**src/rtl/ps2_mouse_rx.sv**
```systemverilog
// PS/2 mouse receiver: conditions the PS/2 lines, deframes bytes, assembles
// 3/4-byte packets and tracks an absolute cursor clamped to the screen.
module ps2_mouse_rx #(
    parameter int PKT_BYTES   = 3,
    parameter int POS_W       = 16,
    parameter int X_MAX       = 639,
    parameter int Y_MAX       = 479,
    parameter int FILT_LEN    = 4,
    parameter int TIMEOUT_CYC = 100000
) (
    input  logic              clk,
    input  logic              rstn,
    input  logic              enable,
    input  logic              ps2_clk,
    input  logic              ps2_data,
    output logic              pkt_valid,
    output logic [2:0]        buttons,
    output logic [8:0]        dx,
    output logic [8:0]        dy,
    output logic [3:0]        wheel,
    output logic [POS_W-1:0]  x_pos,
    output logic [POS_W-1:0]  y_pos,
    output logic              err_parity,
    output logic              err_frame,
    output logic              err_timeout
);
    localparam int FILT_W = $clog2(FILT_LEN + 1);
    localparam int CNT_W  = $clog2(TIMEOUT_CYC + 1);
    localparam int SW     = POS_W + 2;
    localparam logic signed [SW-1:0] X_LIM = SW'(X_MAX);
    localparam logic signed [SW-1:0] Y_LIM = SW'(Y_MAX);

    typedef enum logic [1:0] {IDLE, DATA, PARITY, STOP} state_t;

    logic [1:0]        clk_sync, data_sync;
    logic              clk_filt, clk_filt_d;
    logic [FILT_W-1:0] filt_cnt;
    logic              fall_edge, data_s;

    always_ff @(posedge clk or negedge rstn) begin
        if (!rstn) begin
            clk_sync   <= 2'b11;
            data_sync  <= 2'b11;
            clk_filt   <= 1'b1;
            clk_filt_d <= 1'b1;
            filt_cnt   <= '0;
        end else begin
            clk_sync   <= {clk_sync[0], ps2_clk};
            data_sync  <= {data_sync[0], ps2_data};
            clk_filt_d <= clk_filt;
            // The filtered level flips only after FILT_LEN disagreeing samples in a row.
            if (clk_sync[1] == clk_filt) begin
                filt_cnt <= '0;
            end else if (filt_cnt == FILT_W'(FILT_LEN - 1)) begin
                clk_filt <= clk_sync[1];
                filt_cnt <= '0;
            end else begin
                filt_cnt <= filt_cnt + 1'b1;
            end
        end
    end

    assign fall_edge = clk_filt_d & ~clk_filt;
    assign data_s    = data_sync[1];

    state_t            state_q, state_d;
    logic [2:0]        bit_cnt_q, bit_cnt_d;
    logic [7:0]        shift_q, shift_d;
    logic              par_q, par_d;
    logic              stop_evt, timeout_hit;
    logic [CNT_W-1:0]  to_cnt;
    logic [1:0]        byte_idx;

    assign timeout_hit = enable && !fall_edge && (to_cnt == CNT_W'(TIMEOUT_CYC));

    always_ff @(posedge clk or negedge rstn) begin
        if (!rstn) begin
            state_q   <= IDLE;
            bit_cnt_q <= '0;
            shift_q   <= '0;
            par_q     <= 1'b0;
        end else begin
            // NOTE: sequential state uses non-blocking assignment so every flop samples pre-edge values.
            state_q   <= state_d;
            bit_cnt_q <= bit_cnt_d;
            shift_q   <= shift_d;
            par_q     <= par_d;
        end
    end

    always_comb begin
        // NOTE: every output of this block gets a default first, otherwise a latch is inferred.
        state_d   = state_q;
        bit_cnt_d = bit_cnt_q;
        shift_d   = shift_q;
        par_d     = par_q;
        stop_evt  = 1'b0;
        if (!enable || timeout_hit) begin
            state_d = IDLE;
        end else if (fall_edge) begin
            case (state_q)
                IDLE: if (!data_s) begin
                    state_d   = DATA;
                    bit_cnt_d = '0;
                end
                DATA: begin
                    shift_d   = {data_s, shift_q[7:1]};
                    bit_cnt_d = bit_cnt_q + 3'd1;
                    if (bit_cnt_q == 3'd7) state_d = PARITY;
                end
                PARITY: begin
                    par_d   = data_s;
                    state_d = STOP;
                end
                default: begin
                    stop_evt = 1'b1;
                    state_d  = IDLE;
                end
            endcase
        end
    end

    logic parity_ok, perr, ferr, byte_ok;
    assign parity_ok = ^{shift_q, par_q};
    assign perr      = stop_evt && !parity_ok;
    assign ferr      = stop_evt && parity_ok && !data_s;
    assign byte_ok   = stop_evt && parity_ok && data_s;

    always_ff @(posedge clk or negedge rstn) begin
        if (!rstn) begin
            to_cnt <= '0;
        end else if (!enable || fall_edge || timeout_hit || (state_q == IDLE && byte_idx == 2'd0)) begin
            to_cnt <= '0;
        end else begin
            to_cnt <= to_cnt + 1'b1;
        end
    end

    // Packet being completed: stored bytes with the just-received byte in its slot.
    logic [7:0] bytes_q [0:3];
    logic [7:0] pkt     [0:3];
    logic       last_byte, store_byte;

    assign last_byte  = (byte_idx == 2'(PKT_BYTES - 1));
    assign store_byte = byte_ok && enable && (byte_idx != 2'd0 || shift_q[3]);

    always_comb begin
        for (int i = 0; i < 4; i++) pkt[i] = bytes_q[i];
        pkt[byte_idx] = shift_q;
    end

    // NOTE: the byte buffer is written before it is read, so it carries no reset.
    always_ff @(posedge clk) begin
        if (store_byte) bytes_q[byte_idx] <= shift_q;
    end

    logic signed [8:0]    dx_new, dy_new;
    logic [3:0]           wheel_new;
    logic signed [SW-1:0] x_sum, y_sum;
    logic [POS_W-1:0]     x_new, y_new;

    always_comb begin
        dx_new    = pkt[0][6] ? 9'sd0 : {pkt[0][4], pkt[1]};
        dy_new    = pkt[0][7] ? 9'sd0 : {pkt[0][5], pkt[2]};
        wheel_new = (PKT_BYTES == 4) ? pkt[3][3:0] : 4'd0;
        x_sum     = $signed({2'b00, x_pos}) + SW'(dx_new);
        y_sum     = $signed({2'b00, y_pos}) - SW'(dy_new);
        if (x_sum < 0)          x_new = '0;
        else if (x_sum > X_LIM) x_new = POS_W'(X_MAX);
        else                    x_new = x_sum[POS_W-1:0];
        if (y_sum < 0)          y_new = '0;
        else if (y_sum > Y_LIM) y_new = POS_W'(Y_MAX);
        else                    y_new = y_sum[POS_W-1:0];
    end

    logic unused_ok;
    assign unused_ok = &{1'b0, pkt[0][3], pkt[3][7:4], bit_cnt_q};

    always_ff @(posedge clk or negedge rstn) begin
        if (!rstn) begin
            byte_idx    <= 2'd0;
            pkt_valid   <= 1'b0;
            buttons     <= '0;
            dx          <= '0;
            dy          <= '0;
            wheel       <= '0;
            x_pos       <= POS_W'(X_MAX >> 1);
            y_pos       <= POS_W'(Y_MAX >> 1);
            err_parity  <= 1'b0;
            err_frame   <= 1'b0;
            err_timeout <= 1'b0;
        end else begin
            pkt_valid   <= 1'b0;
            err_parity  <= perr;
            err_frame   <= ferr;
            err_timeout <= timeout_hit;
            if (!enable || perr || ferr || timeout_hit) begin
                byte_idx <= 2'd0;
            end else if (store_byte) begin
                if (last_byte) begin
                    byte_idx  <= 2'd0;
                    pkt_valid <= 1'b1;
                    buttons   <= pkt[0][2:0];
                    dx        <= dx_new;
                    dy        <= dy_new;
                    wheel     <= wheel_new;
                    x_pos     <= x_new;
                    y_pos     <= y_new;
                end else begin
                    byte_idx <= byte_idx + 2'd1;
                end
            end
        end
    end
endmodule

```
**config.mk**
```make
export PLATFORM = sky130hd
export DESIGN_NAME = ps2_mouse_rx
export DESIGN_NICKNAME = d
export VERILOG_FILES = /design/src/rtl/ps2_mouse_rx.sv
export SDC_FILE = /design/constraint.sdc
export NUM_CORES = 1
export LEC_CHECK = 0
export CAP_MARGIN = 20
export CELL_PAD_IN_SITES_DETAIL_PLACEMENT = 0
export CELL_PAD_IN_SITES_GLOBAL_PLACEMENT = 2
export CORE_ASPECT_RATIO = 0.6
export CORE_MARGIN = 4
export CORE_UTILIZATION = 40
export DETAILED_ROUTE_END_ITERATION = 16
export HOLD_SLACK_MARGIN = 0.02
export PLACE_DENSITY = 0.85
export REMOVE_ABC_BUFFERS = 1
export SYNTH_ARGS = -nofsm -noshare
export SYNTH_HDL_FRONTEND = slang
export SYNTH_SLANG_ARGS = --single-unit
export TNS_END_PERCENT = 50
```
**constraint.sdc**
```tcl
create_clock -name clk -period 6.1 [get_ports clk]
set_input_delay 0.915 -clock clk [delete_from_list [all_inputs] [get_ports clk]]
set_output_delay 0.915 -clock clk [all_outputs]
set_load 0.005 [all_outputs]
```
## Word level (Yosys, flattened, before mapping)

Memory sizes are Yosys's and may differ from the RTL's.
Cells that the tools add are included.

| operators by class | value |
|---|---|
| add/subtract/negate cells | 6 |
| $lt $le $gt $ge | 6 |
| equal/unequal tests | 10 |
| multiplexer cells | 30 |
| bitwise logic cells | 6 |
| reduce and logical (&&, ||, !) cells | 36 |

Operators with widths:

| kind | count |
|---|---|
| $mux 16 | 4 |
| $lt 18x1->1 const B | 2 |
| $bwmux 32 | 1 |
| $add 17x9->18 | 1 |
| $gt 18x10->1 const B | 1 |
| $gt 18x11->1 const B | 1 |
| $mux 9 | 2 |
| $sub 17x9->18 | 1 |
| $add 17x1->17 const B | 1 |
| $eq 17x17->1 const B | 1 |
| $mux 17 | 1 |
| $demux 8 s2 | 1 |
| $mux 2 | 7 |
| $reduce_and 3->1 | 4 |
| $logic_and 1x1->1 | 10 |
| $mux 3 | 3 |
| $reduce_xor 9->1 | 1 |
| $logic_or 1x1->1 | 8 |
| $mux 1 | 8 |
| $mux 8 | 1 |
| $reduce_bool 2->1 | 4 |
| $add 3x1->3 const B | 2 |
| $ne 3x3->1 const B | 2 |
| $pmux 2 s3 | 1 |
| other kinds (18) | 26 |

| storage, ports and cells | value |
|---|---|
| register bits | 99 |
| memory bits (writable) | 32 |
| bits of input ports | 5 |
| output and inout bits | 61 |
| memories | 1 |

Memories:

| memory | depth | bits a word | rd ports | clocked after Yosys merged registers in | wr ports | line | source |
|---|---|---|---|---|---|---|---|
| bytes_q | 4 | 8 | 4 | 0 | 1 | 140 | `logic [7:0] bytes_q [0:3];` |

## Depth between registers and ports, before layout

Gate-level depths: netlist of the first run.

| logic depth | value |
|---|---|
| depth after elaboration | 13 |
| gate-level depth with buffers | 15 |
| mapped depth without buffers | 15 |

## Worst setup path before layout of the first run

No wires, ideal clock.

| path | value |
|---|---|
| path type | register to register |
| start point | register byte_idx[1] |
| end point | register x_pos[8] |
| data arrival time | 3,841 ps |
| slack | 2,168 ps |
| cell stages (with the launch flop) | 13 |
| clock period less this slack | 3,932 ps |
| cell sequence | dfrtp_1 or2_1 a31oi_1 inv_1 ha_1 buf_2 a21o_1 a31o_2 or4b_4 a2111oi_4 nand3_1 or4_4 o31ai_1 |

| on the way | value |
|---|---|
| word-level cells in the longest chain between the ends | 11 |

Ends and longest elaborated chain:

| what | line | source |
|---|---|---|
| from (decl) | 72 | `logic [1:0] byte_idx;` |
| from (signal assigned) | 210 | `byte_idx <= byte_idx + 2'd1;` |
| $not 2->3 (implied by the code) (*) | 149 | `pkt[byte_idx] = shift_q;` |
| $ge 3x3->1 (implied by the code) or $lt 3x1->1 (tied branches) | 149 |  |
| $logic_and 1x1->1 (implied by the code) | 149 |  |
| $mux 8 (implied by the code) | 149 |  |
| $demux 8 s2 (*) | 149 |  |
| $bwmux 32 (*) | 149 |  |
| $mux 9 (*) | 163 | `dx_new = pkt[0][6] ? 9'sd0 : {pkt[0][4], pkt[1]};` |
| via dx_new[8] | 157 | `logic signed [8:0] dx_new, dy_new;` |
| $add 17x9->18 (*) | 166 | `x_sum = $signed({2'b00, x_pos}) + SW'(dx_new);` |
| $gt 18x11->1 | 169 | `else if (x_sum > X_LIM) x_new = POS_W'(X_MAX);` |
| $mux 16 | 169 |  |
| $mux 16 (*) | 168 | `if (x_sum < 0) x_new = '0;` |
| to (signal assigned) | 187 | `x_pos <= POS_W'(X_MAX >> 1);` |
| to (signal assigned) | 207 | `x_pos <= x_new;` |
| to (decl) | 21 | `output logic [POS_W-1:0] x_pos,` |

The timed path passes the listed nets; every way through them passes the cells marked *.
A chain may end at the register's enable or synchronous reset.

## Final worst setup path of the first run

| path | value |
|---|---|
| start point | register byte_idx[1] |
| end point | register x_pos[1] |

The elaborated chain is that of the path after synthesis.

==> results of run 1 <==
worst max-delay path by stage:
stage | endpoint | slack (ns)
after floorplan | y_pos[5] | 1.73
after detailed placement | x_pos[1] | 1.48
after global routing | x_pos[1] | 0.98
final | x_pos[1] | 1.39
after global placement | x_pos[1] | 1.54
after CTS | x_pos[1] | 1.44
per-stage QoR:
step                 util  power [mW]  setup WS [ns]  instance area (um2)  instances
floorplan               -        1.06           1.73                 6980        693
global placement    0.458        1.12           1.54                 7900        991
detailed placement  0.458        1.13           1.48                 7900        991
CTS                 0.492        2.14           1.44                 8490       1023
global route        0.492        2.21          0.976                 8490       1023
finish              0.492        2.12           1.39                 8490       1023
placed cells by master (no fill, tap or decap), types with 5 or more instances in the layout:
cell	Yosys	layout
dfrtp_1	79	79
clkbuf_16	0	18
nand3_1	18	18
ha_1	44	44
nand2_1	106	106
nor3_1	5	5
a21oi_1	52	52
nand4_1	7	7
clkdlybuf4s50_1	0	60
and2_1	17	17
a21o_1	12	12
dfstp_2	20	20
a22oi_1	6	6
a211oi_1	6	6
and3_1	10	10
o21a_1	8	8
inv_1	28	28
xnor2_1	26	26
xor2_1	10	10
a32oi_1	9	9
edfxtp_1	23	23
mux2_2	21	21
o21ai_0	29	29
nand2b_1	7	7
nor2_1	45	45
mux2i_1	6	6
nor2b_1	14	14
flip-flops by register name (all words and copies together) (netlist names):
name	flops
bytes_q	23
to_cnt	17
x_pos	16
y_pos	16
dx	9
dy	9
shift_q	8
bit_cnt_q	3
buttons	3
filt_cnt	3
byte_idx	2
clk_sync	2
data_sync	2
state_q	2
clk_filt	1
clk_filt_d	1
err_frame	1
err_parity	1
err_timeout	1
par_q	1
pkt_valid	1
cell type report:
type	instances	area share
inverter	28	0.0124
clock buffer	20	0.0563
timing repair buffer	64	0.0743
clock inverter	12	0.0131
sequential	122	0.376
tap	234	0.0345
multi-input combinational	543	0.433
routing by layer:
layer,vias up,global-route usage
met4,0,0.0274
met3,12,0.0413
li1,2700,-
met5,-,0
met1,2684,0.288
met2,126,0.247
power breakdown:
| part | switching (mW) | total [mW] | internal [mW] |
|---|---|---|---|
| Clock | 0.390 | 1.00 | 0.609 |
| Combinational | 0.136 | 0.229 | 0.0932 |
| Sequential | 0.0265 | 0.887 | 0.860 |
critical path: stages, from the launching register on:
cell       delay [ns]
dfrtp_1          0.44
or2_1            0.32
a31oi_1          0.55
inv_1            0.40
ha_1             0.50
and3_1           0.25
o211a_1          0.17
or4b_4           0.55
a2111oi_4        0.40
o2111ai_1        0.19
o311ai_2         0.64
o211ai_1         0.18
cell families after synthesis:
| group | count (synthesis) | share of synthesized area |
|---|---|---|
| muxes | 27 | 0.0418 |
| and+or+nand+nor | 261 | 0.183 |
| xor gates and xnor gates | 37 | 0.0476 |
| DFF | 122 | 0.450 |
| buffers and inverters | 56 | 0.0333 |
| AOI/OAI and AO/OA | 168 | 0.161 |
| other | 1 | 0.000528 |
| adders and majority gates | 46 | 0.0832 |
==> out/qor.yml, run 1 <==
wl_met1_um: 9570
cts_buffer_depth: 2
path_clk_slew_ns: 0.06
start_kind: "register"
required_ns: 6.40
min_from: "clk_sync[0]"
finalHoldViolCount: 0
syn_inst: 718
ctsResizeCount: 0
cap_violations: 0
cts_setup_buffers: 0
hold_ws_ns: 0.355
dieArea_um2: 20000
start_util: 0.411
multi_input_area_um2: 3680
routed_wl_um: 17400
grt_util_all_layers: 0.179
finalMaxSlewViolations: 0
clock.fmax_mhz: 212
wl_per_cell_um: 17.0
slew-limit-headroom: 0.444
remaining_drc_errors: 0
yosysUniqueCellTypes: 77
cts_tree: "built"
fillCellCount: 1596
die_h_um: 111
rows: 37
io_buffer_count: 61
synth_common_cells: "nand2_1 (106), dfrtp_1 (79), a21oi_1 (52), nor2_1 (45), ha_1 (44)"
crit_fanout: 11
synth_top_area_cell: "dfrtp_1"
antenna_found_initial: 0
r2r_start: "byte_idx[1]"
netlist_area_um2: 7100
grt_pass1_wl_um: 29400
design.core.area_um2: 17300
ys_seq_elements: 122
synth_top_area_share: 0.278
p_per_area_nw_per_um2: 249
worst_slew_pin_slew_ns: 0.832
grt_max_degree: 69
hpwl_um: 12500
p_leak_nw: 3.75
antenna_left: 0
dr.pass1.iters: 5
drt_iter0_drc: 511
synth_ff_type: "dfrtp_1"
hold_depth: 0
fin_tns_setup_ns: 0
vdd_ir_drop_max_v: 0.000160
critPathKind: "reg -> reg"
cts-root-buf: "clkbuf_16"
yosysMostFrequentCell: "nand2_1"
areaGrowthSynthToFinish_pct: 19.6
ys.warnings.count: 0
rsz0062_at_grt: "false"
finalWorstPathRequiredPeriod_ns: 4.71
async_reset_ff_frac: 0.811
clk_latency_ns: 0.42
clock-sinks: 122
cts_hold_buf: 0
num_antenna_cells: 0
synth_area_leaders: "dfrtp_1 (28%), edfxtp_1 (9.7%), ha_1 (7.8%), dfstp_2 (7.4%), nand2_1 (5.6%)"
grt-ovfl-total: 0
met2_length_um: 6930
cp.arrival_ns: 5.01
setup_viol: 0
synth_area_per_cell_um2: 9.89
rr_worst_depth: 11
synth-edff-count: 23
highest_layer: "met4"
min_path_type: "reg -> reg"
r2r-end: "x_pos[1]"
synth_seq_area_share: 0.450
globalplace.congestion: 0.853
num_vias: 5522
routed_via_density: 5.40
h-tree-depth: 4
layout.nets: 827
r2r_slack_ns: 1.39
endpoint_kind: "register"
status: "completed"
io_pins: 66
wl_met3_um: 829
skew_ns: 0.0132
startpoint: "byte_idx[1]"
layout-drive-gt1-share: 0.114
grt_pass1_vias: 5471
fin_crit_sh: 0.773
cts_buffers: 17
min_to: "clk_sync[1]"
die_w_um: 180
ff_latch_area_um2: 3190
(Power assumes the default switching activity.)
==> run 2, diff against run 1 <==
--- a/config.mk
+++ b/config.mk
@@ -10,10 +10,10 @@
 export CELL_PAD_IN_SITES_GLOBAL_PLACEMENT = 2
 export CORE_ASPECT_RATIO = 0.6
 export CORE_MARGIN = 4
-export CORE_UTILIZATION = 40
+export CORE_UTILIZATION = 34
 export DETAILED_ROUTE_END_ITERATION = 16
 export HOLD_SLACK_MARGIN = 0.02
-export PLACE_DENSITY = 0.85
+export PLACE_DENSITY = 0.77
 export REMOVE_ABC_BUFFERS = 1
 export SYNTH_ARGS = -nofsm -noshare
 export SYNTH_HDL_FRONTEND = slang
==> constraint.sdc (replaced) <==
create_clock -name clk -period 3.8 [get_ports clk]
set_input_delay 0.57 -clock clk [delete_from_list [all_inputs] [get_ports clk]]
set_output_delay 0.57 -clock clk [all_outputs]
set_load 0.005 [all_outputs]
==> run 2 against run 1 <==
The run now ends with negative setup slack left. Largest power group unchanged. Sequential power grew 60%. Worst hold slack worse by 0.065 ns. First-iteration DRC count is 31% lower. Register-to-register slack got worse by 1.4 ns. Sequential cell count stayed put.
==> out/qor.yml, run 2 (synthesis results as in run 1) <==
status: "finished with violations"
violations: "negative setup slack"
top_register: "bytes_q"
critPathBufInv: 2  # +1
r2r_start: "byte_idx[0]"
path_cells: "or2_4 > nor3b_4 > a31oi_4 > inv_2 > buf_8 > ha_4 > a21o_1 > a31o_2 > or4b_4 > a2111oi_4 > nand3_1 > or4_4 > o31ai_2"
die_h_um: 120  # +7.9%
p_per_area_nw_per_um2: 368  # +48%
critPathSlowestCell: "or4_4"
antenna_left: 0  # unchanged
globalplace.congestion: 0.946  # +11%
dpl.cell_count: 1110  # +12%
fillCellCount: 1913  # +20%
crit_path_end: "x_pos[7]"
cap_violations: 0  # unchanged
finalWorstPathRequiredPeriod_ns: 3.81  # -0.904 ns
dieArea_um2: 23300  # +17%
r2r-end: "x_pos[7]"
place_ws_ns: -0.0166  # -1.50 ns
io_pins: 66  # unchanged
grt-ovfl-total: 0  # unchanged
setup_viol: 1  # +1
hpwl_um: 14100  # +13%
path_clk_slew_ns: 0.06  # about the same
start_kind: "register"
die_w_um: 195  # +8.1%
min_path_type: "in -> async"
antenna_found_initial: 0  # unchanged
routed_via_density: 5.17  # -4.2%
wl_per_cell_um: 16.9  # -0.52%
clk_latency_ns: 0.42  # about the same
startpoint: "byte_idx[0]"
cts_buffer_depth: 2  # unchanged
slew-limit-headroom: 0.362  # -0.0813
r2r_slack_ns: -0.01  # -1.40 ns
finalNonFillerCells: 1152  # +13%
io_buffer_count: 61  # unchanged
grt_pass1_wl_um: 31100  # +5.9%
vdd_ir_drop_max_v: 0.000324  # +100%
rows: 40  # +8.1%
cts_tree: "built"
grt_pass1_vias: 5818  # +6.3%
hold_ws_ns: 0.290  # -0.0653 ns
cp_top_family: "simple AND/OR/NAND/NOR gates"
dr.pass1.iters: 4  # -1
areaGrowthSynthToFinish_pct: 33.2
drt_iter0_drc: 354  # -31%
p_leak_nw: 4.20  # +12%
ff_latch_area_um2: 3200  # about the same
h-tree-depth: 4  # unchanged
design.core.area_um2: 20300  # +17%
finalMaxSlewViolations: 0  # unchanged
grt_max_degree: 71  # +2.9%
endpoint_kind: "register"
layout-drive-gt1-share: 0.241  # +0.127
start_util: 0.350  # -0.0609
clock.fmax_mhz: 262  # +24%
num_vias: 5957  # +7.9%
crit_fanout: 6  # -5
p_total_mw: 3.48  # +64%
clock-sinks: 122  # unchanged
cp_num_cells: 13  # +2
critPathKind: "reg -> reg"
rsz0062_at_grt: "true"
multi_input_area_um2: 3920  # +6.6%
fin_crit_sh: 1.00  # +0.230
worst_slew_pin_slew_ns: 0.957  # +0.125 ns
cp.arrival_ns: 4.14  # -0.87 ns
required_ns: 4.13  # -2.27 ns
largest_reg_flops: 23  # unchanged
cp_slowest_stage_delay_ns: 0.53  # -0.11 ns
cts_buffers: 17  # unchanged
mostFrequentLayoutCells: "nand2_1 (105), buf_4 (91), dfrtp_1 (77)"
num_antenna_cells: 0  # unchanged
skew_ns: 0.0113  # -0.00186 ns
top_regs: "bytes_q x23, to_cnt x17"
timing.final.ws_setup_ns: -0.0104  # -1.40 ns
cts-root-buf: "clkbuf_16"
rr_worst_depth: 13  # +2
routed_wl_um: 19500  # +12%
remaining_drc_errors: 0  # unchanged
finalHoldViolCount: 0  # unchanged
final_area_um2: 9460  # +11%
final_common_cell: "nand2_1"
dpl_cell_area_um2: 8550  # +8.2%
grt_util_all_layers: 0.166  # -0.0137
layout.nets: 917  # +11%
## run 2: cell types whose count changed in the layout (fill, tap and decap cells not counted), sizes merged
| cell | delta |
|---|---|
| clkinvlp | -3 |
| clkbuf | +1 |
| bufinv | +2 |
| inv | -3 |
| buf | +90 |
| clkinv | +3 |
## run 2: report_power, final
| group | switching (mW) | internal, mW |
|---|---|---|
| registers | 0.0389 | 1.38 |
| clock network | 0.582 | 1.02 |
| logic | 0.246 | 0.213 |
| total | 0.867 | 2.61 |
## run 2: layer usage
layer  track usage  share of wire
met5             0              0
met4        0.0421         0.0085
met3        0.0463          0.050
met2         0.219           0.40
met1         0.260           0.54
## run 2: worst min path at each step
stage                            start            to  slack [ns]
final                             rstn         dy[4]        0.29
after floorplan                   rstn  bit_cnt_q[0]        0.27
after global routing      data_sync[0]  data_sync[1]        0.36
after CTS                         rstn         dy[4]        0.33
after detailed placement   clk_sync[0]   clk_sync[1]        0.35
after global placement     clk_sync[0]   clk_sync[1]        0.35
## run 2: stage by stage
step,utilization,TNS [ns]
after global placement,0.422,0
after global routing,0.467,-0.901
after floorplan,-,-8.21
final,0.467,-0.0104
after detailed placement,0.422,-0.0166
after CTS,0.451,0
## run 2: what timing repair did
action | in CTS | in global routing
gates resized for setup | 6 | 46
gates cloned | 0 | 1
pin swaps | 1 | 15
setup buffers | 0 | 9
hold buffers | 0 | 0
setup endpoints to repair | 2 | 19
## run 2: layout make-up
cell class,count,share of cell area
repair buffers,154,0.140
flip-flops and latches,122,0.338
multi-input cells,543,0.415
inverters,28,0.0111
clock buffers,21,0.0466
well taps,273,0.0361
clock inverters,11,0.0136
## run 2: worst reg2reg max path, cell delays in order (launching register included)
cell	delay [ns]
dfrtp_2	0.45
or2_4	0.31
nor3b_4	0.23
a31oi_4	0.06
inv_2	0.11
buf_8	0.14
ha_4	0.21
a21o_1	0.19
a31o_2	0.23
or4b_4	0.49
a2111oi_4	0.41
nand3_1	0.12
or4_4	0.53
o31ai_2	0.24
==> run 3, diff against run 2 <==
--- a/config.mk
+++ b/config.mk
@@ -14,6 +14,7 @@
 export DETAILED_ROUTE_END_ITERATION = 16
 export HOLD_SLACK_MARGIN = 0.02
 export PLACE_DENSITY = 0.77
+export RECOVER_POWER = 50
 export REMOVE_ABC_BUFFERS = 1
 export SYNTH_ARGS = -nofsm -noshare
 export SYNTH_HDL_FRONTEND = slang
==> run 3 against run 2 <==
The flow finishes with violations (max-capacitance violations, max-slew violations, negative setup slack). Non-clock buffer count unchanged. Combinational power about the same. Clock-buffer cell count unchanged. Largest power group unchanged.
==> out/qor.yml, run 3 (synthesis results as in run 1) <==
finalMaxSlewViolations: 71  # +71
routed_via_density: 5.14  # -0.59%
vdd_ir_drop_max_v: 0.000325  # +0.20%
largest_reg_flops: 23  # unchanged
r2r_slack_ns: -0.02  # about the same
start_util: 0.350  # unchanged
grt_pass1_vias: 5818  # unchanged
final_common_cell: "nand2_1"
rr_worst_depth: 13  # unchanged
endpoint_kind: "register"
met1_usage: 0.260  # unchanged
drt_iter0_drc: 358  # +1.1%
p_leak_nw: 4.19  # -0.32%
die_h_um: 120  # unchanged
fin_crit_sh: 1.00  # +0.00187
finalWorstPathRequiredPeriod_ns: 3.82  # +0.00711 ns
finalHoldViolCount: 0  # unchanged
cts_hold_buf: 0  # unchanged
startpoint: "byte_idx[0]"
critPathKind: "reg -> reg"
setup_viol: 1  # unchanged
cts_buffer_depth: 2  # unchanged
path_clk_slew_ns: 0.06  # about the same
die_w_um: 195  # unchanged
dr.pass1.iters: 5  # +1
rows: 40  # unchanged
cap_violations: 1  # +1
violations: "max-capacitance violations, max-slew violations, negative setup slack"
crit_path_end: "x_pos[7]"
wl_per_cell_um: 16.9  # about the same
use_met2: 0.219  # unchanged
rsz0062_at_grt: "true"
worst_slew_pin_slew_ns: 1.87  # +0.915 ns
dpl_cell_area_um2: 8550  # unchanged
clock.fmax_mhz: 262  # -0.19%
layout.nets: 917  # unchanged
layout-drive-gt1-share: 0.237  # -0.00455
h-tree-depth: 4  # unchanged
antenna_found_initial: 0  # unchanged
grt-ovfl-total: 0  # unchanged
mostFrequentLayoutCells: "nand2_1 (105), buf_4 (87), dfrtp_1 (77)"
final_area_um2: 9440  # -0.15%
cts_tree: "built"
design.core.area_um2: 20300  # unchanged
dieArea_um2: 23300  # unchanged
required_ns: 4.14  # about the same
clk_latency_ns: 0.43  # about the same
crit_fanout: 6  # unchanged
p_per_area_nw_per_um2: 368  # about the same
areaGrowthSynthToFinish_pct: 33.0
use_met3: 0.0463  # unchanged
io_pins: 66  # unchanged
slew-limit-headroom: -0.248  # -0.610
num_antenna_cells: 0  # unchanged
grt_pass1_wl_um: 31100  # unchanged
cts_buffers: 17  # unchanged
cp.arrival_ns: 4.15  # about the same
hold_ws_ns: 0.352  # +0.0617 ns
skew_ns: 0.0117  # +0.000436 ns
r2r_start: "byte_idx[0]"
hpwl_um: 14100  # unchanged
io_buffer_count: 61  # unchanged
start_kind: "register"
r2r-end: "x_pos[7]"
min_path_type: "reg -> reg"
top_register: "bytes_q"
cts-root-buf: "clkbuf_16"
grt_max_degree: 71  # unchanged
routed_wl_um: 19500  # about the same
dpl.cell_count: 1110  # unchanged
remaining_drc_errors: 0  # unchanged
clock-sinks: 122  # unchanged
top_regs: "bytes_q x23, to_cnt x17"
grt_util_all_layers: 0.166  # unchanged
antenna_left: 0  # unchanged
num_vias: 5922  # -0.59%
busiest_layer: "met1"
finalNonFillerCells: 1152  # unchanged
timing.final.ws_setup_ns: -0.0175  # -0.00711 ns
globalplace.congestion: 0.946  # unchanged
status: "finished with violations"
==> run 3: changes by cell type in the layout (fill, tap and decap cells not counted), sizes merged <==
cell | before | now
buf | 94 | 90
clkbuf | 21 | 25
clkdlybuf4s50 | 60 | 58
dlygate4sd3 | 0 | 2
==> run 3: worst min-delay path by stage <==
stage	slack, ns	startpoint	depth (start not counted)	endpoint
global placement	0.35	clk_sync[0]	0	clk_sync[1]
detailed placement	0.35	clk_sync[0]	0	clk_sync[1]
finish	0.35	clk_sync[0]	0	clk_sync[1]
global route	0.36	data_sync[0]	0	data_sync[1]
floorplan	0.27	rstn	0	bit_cnt_q[0]
CTS	0.33	rstn	1	dy[4]
==> run 3: what timing repair did <==
action | 4_1_cts | 5_1_grt
setup buffers | 0 | 9
cloned | 0 | 1
pin swaps | 1 | 15
endpoints found under the setup margin | 2 | 19
gates resized for setup | 6 | 46
==> run 3: metrics by stage <==
stage | total power, mW | util | setup TNS, ns | worst slack, ns
after floorplan | 1.70 | - | -8.21 | -0.466
after global placement | 1.87 | 0.422 | 0 | 0.0671
after detailed placement | 1.88 | 0.422 | -0.0166 | -0.0166
after CTS | 3.51 | 0.451 | 0 | 0.00746
after global routing | 3.64 | 0.466 | -0.899 | -0.116
final | 3.48 | 0.466 | -0.0175 | -0.0175
==> run 3: report_power, final <==
part	total, mW	switching [mW]	internal [mW]	leakage (nW)
sequential	1.42	0.0384	1.38	1.50
clock	1.60	0.583	1.02	0.279
combinational	0.458	0.246	0.212	2.41
==> run 3: critical path, stage by stage, from the launching register on <==
cell       delay (ns)
dfrtp_2          0.45
or2_4            0.31
nor3b_4          0.23
a31oi_4          0.06
inv_2            0.11
buf_8            0.14
ha_4             0.21
a21o_1           0.19
a31o_2           0.23
or4b_4           0.49
a2111oi_4        0.41
nand3_1          0.12
or4_4            0.53
o31ai_2          0.24
==> run 3: per-layer routing <==
layer / vias to the layer above / wire length, um
met3: 17 / 924
met4: 0 / 158
met5: - / 0
li1: 2887 / -
met1: 2903 / 10600
met2: 115 / 7820
==> run 3: area by class of cell <==
cell class | count | area (um2)
Clock buffer | 21 | 440
Tap cell | 273 | 342
Clock inverter | 11 | 129
Sequential cell | 122 | 3200
Multi-Input combinational cell | 543 | 3920
Fill cell | 1917 | 10800
Timing Repair Buffer | 154 | 1310
Inverter | 28 | 105
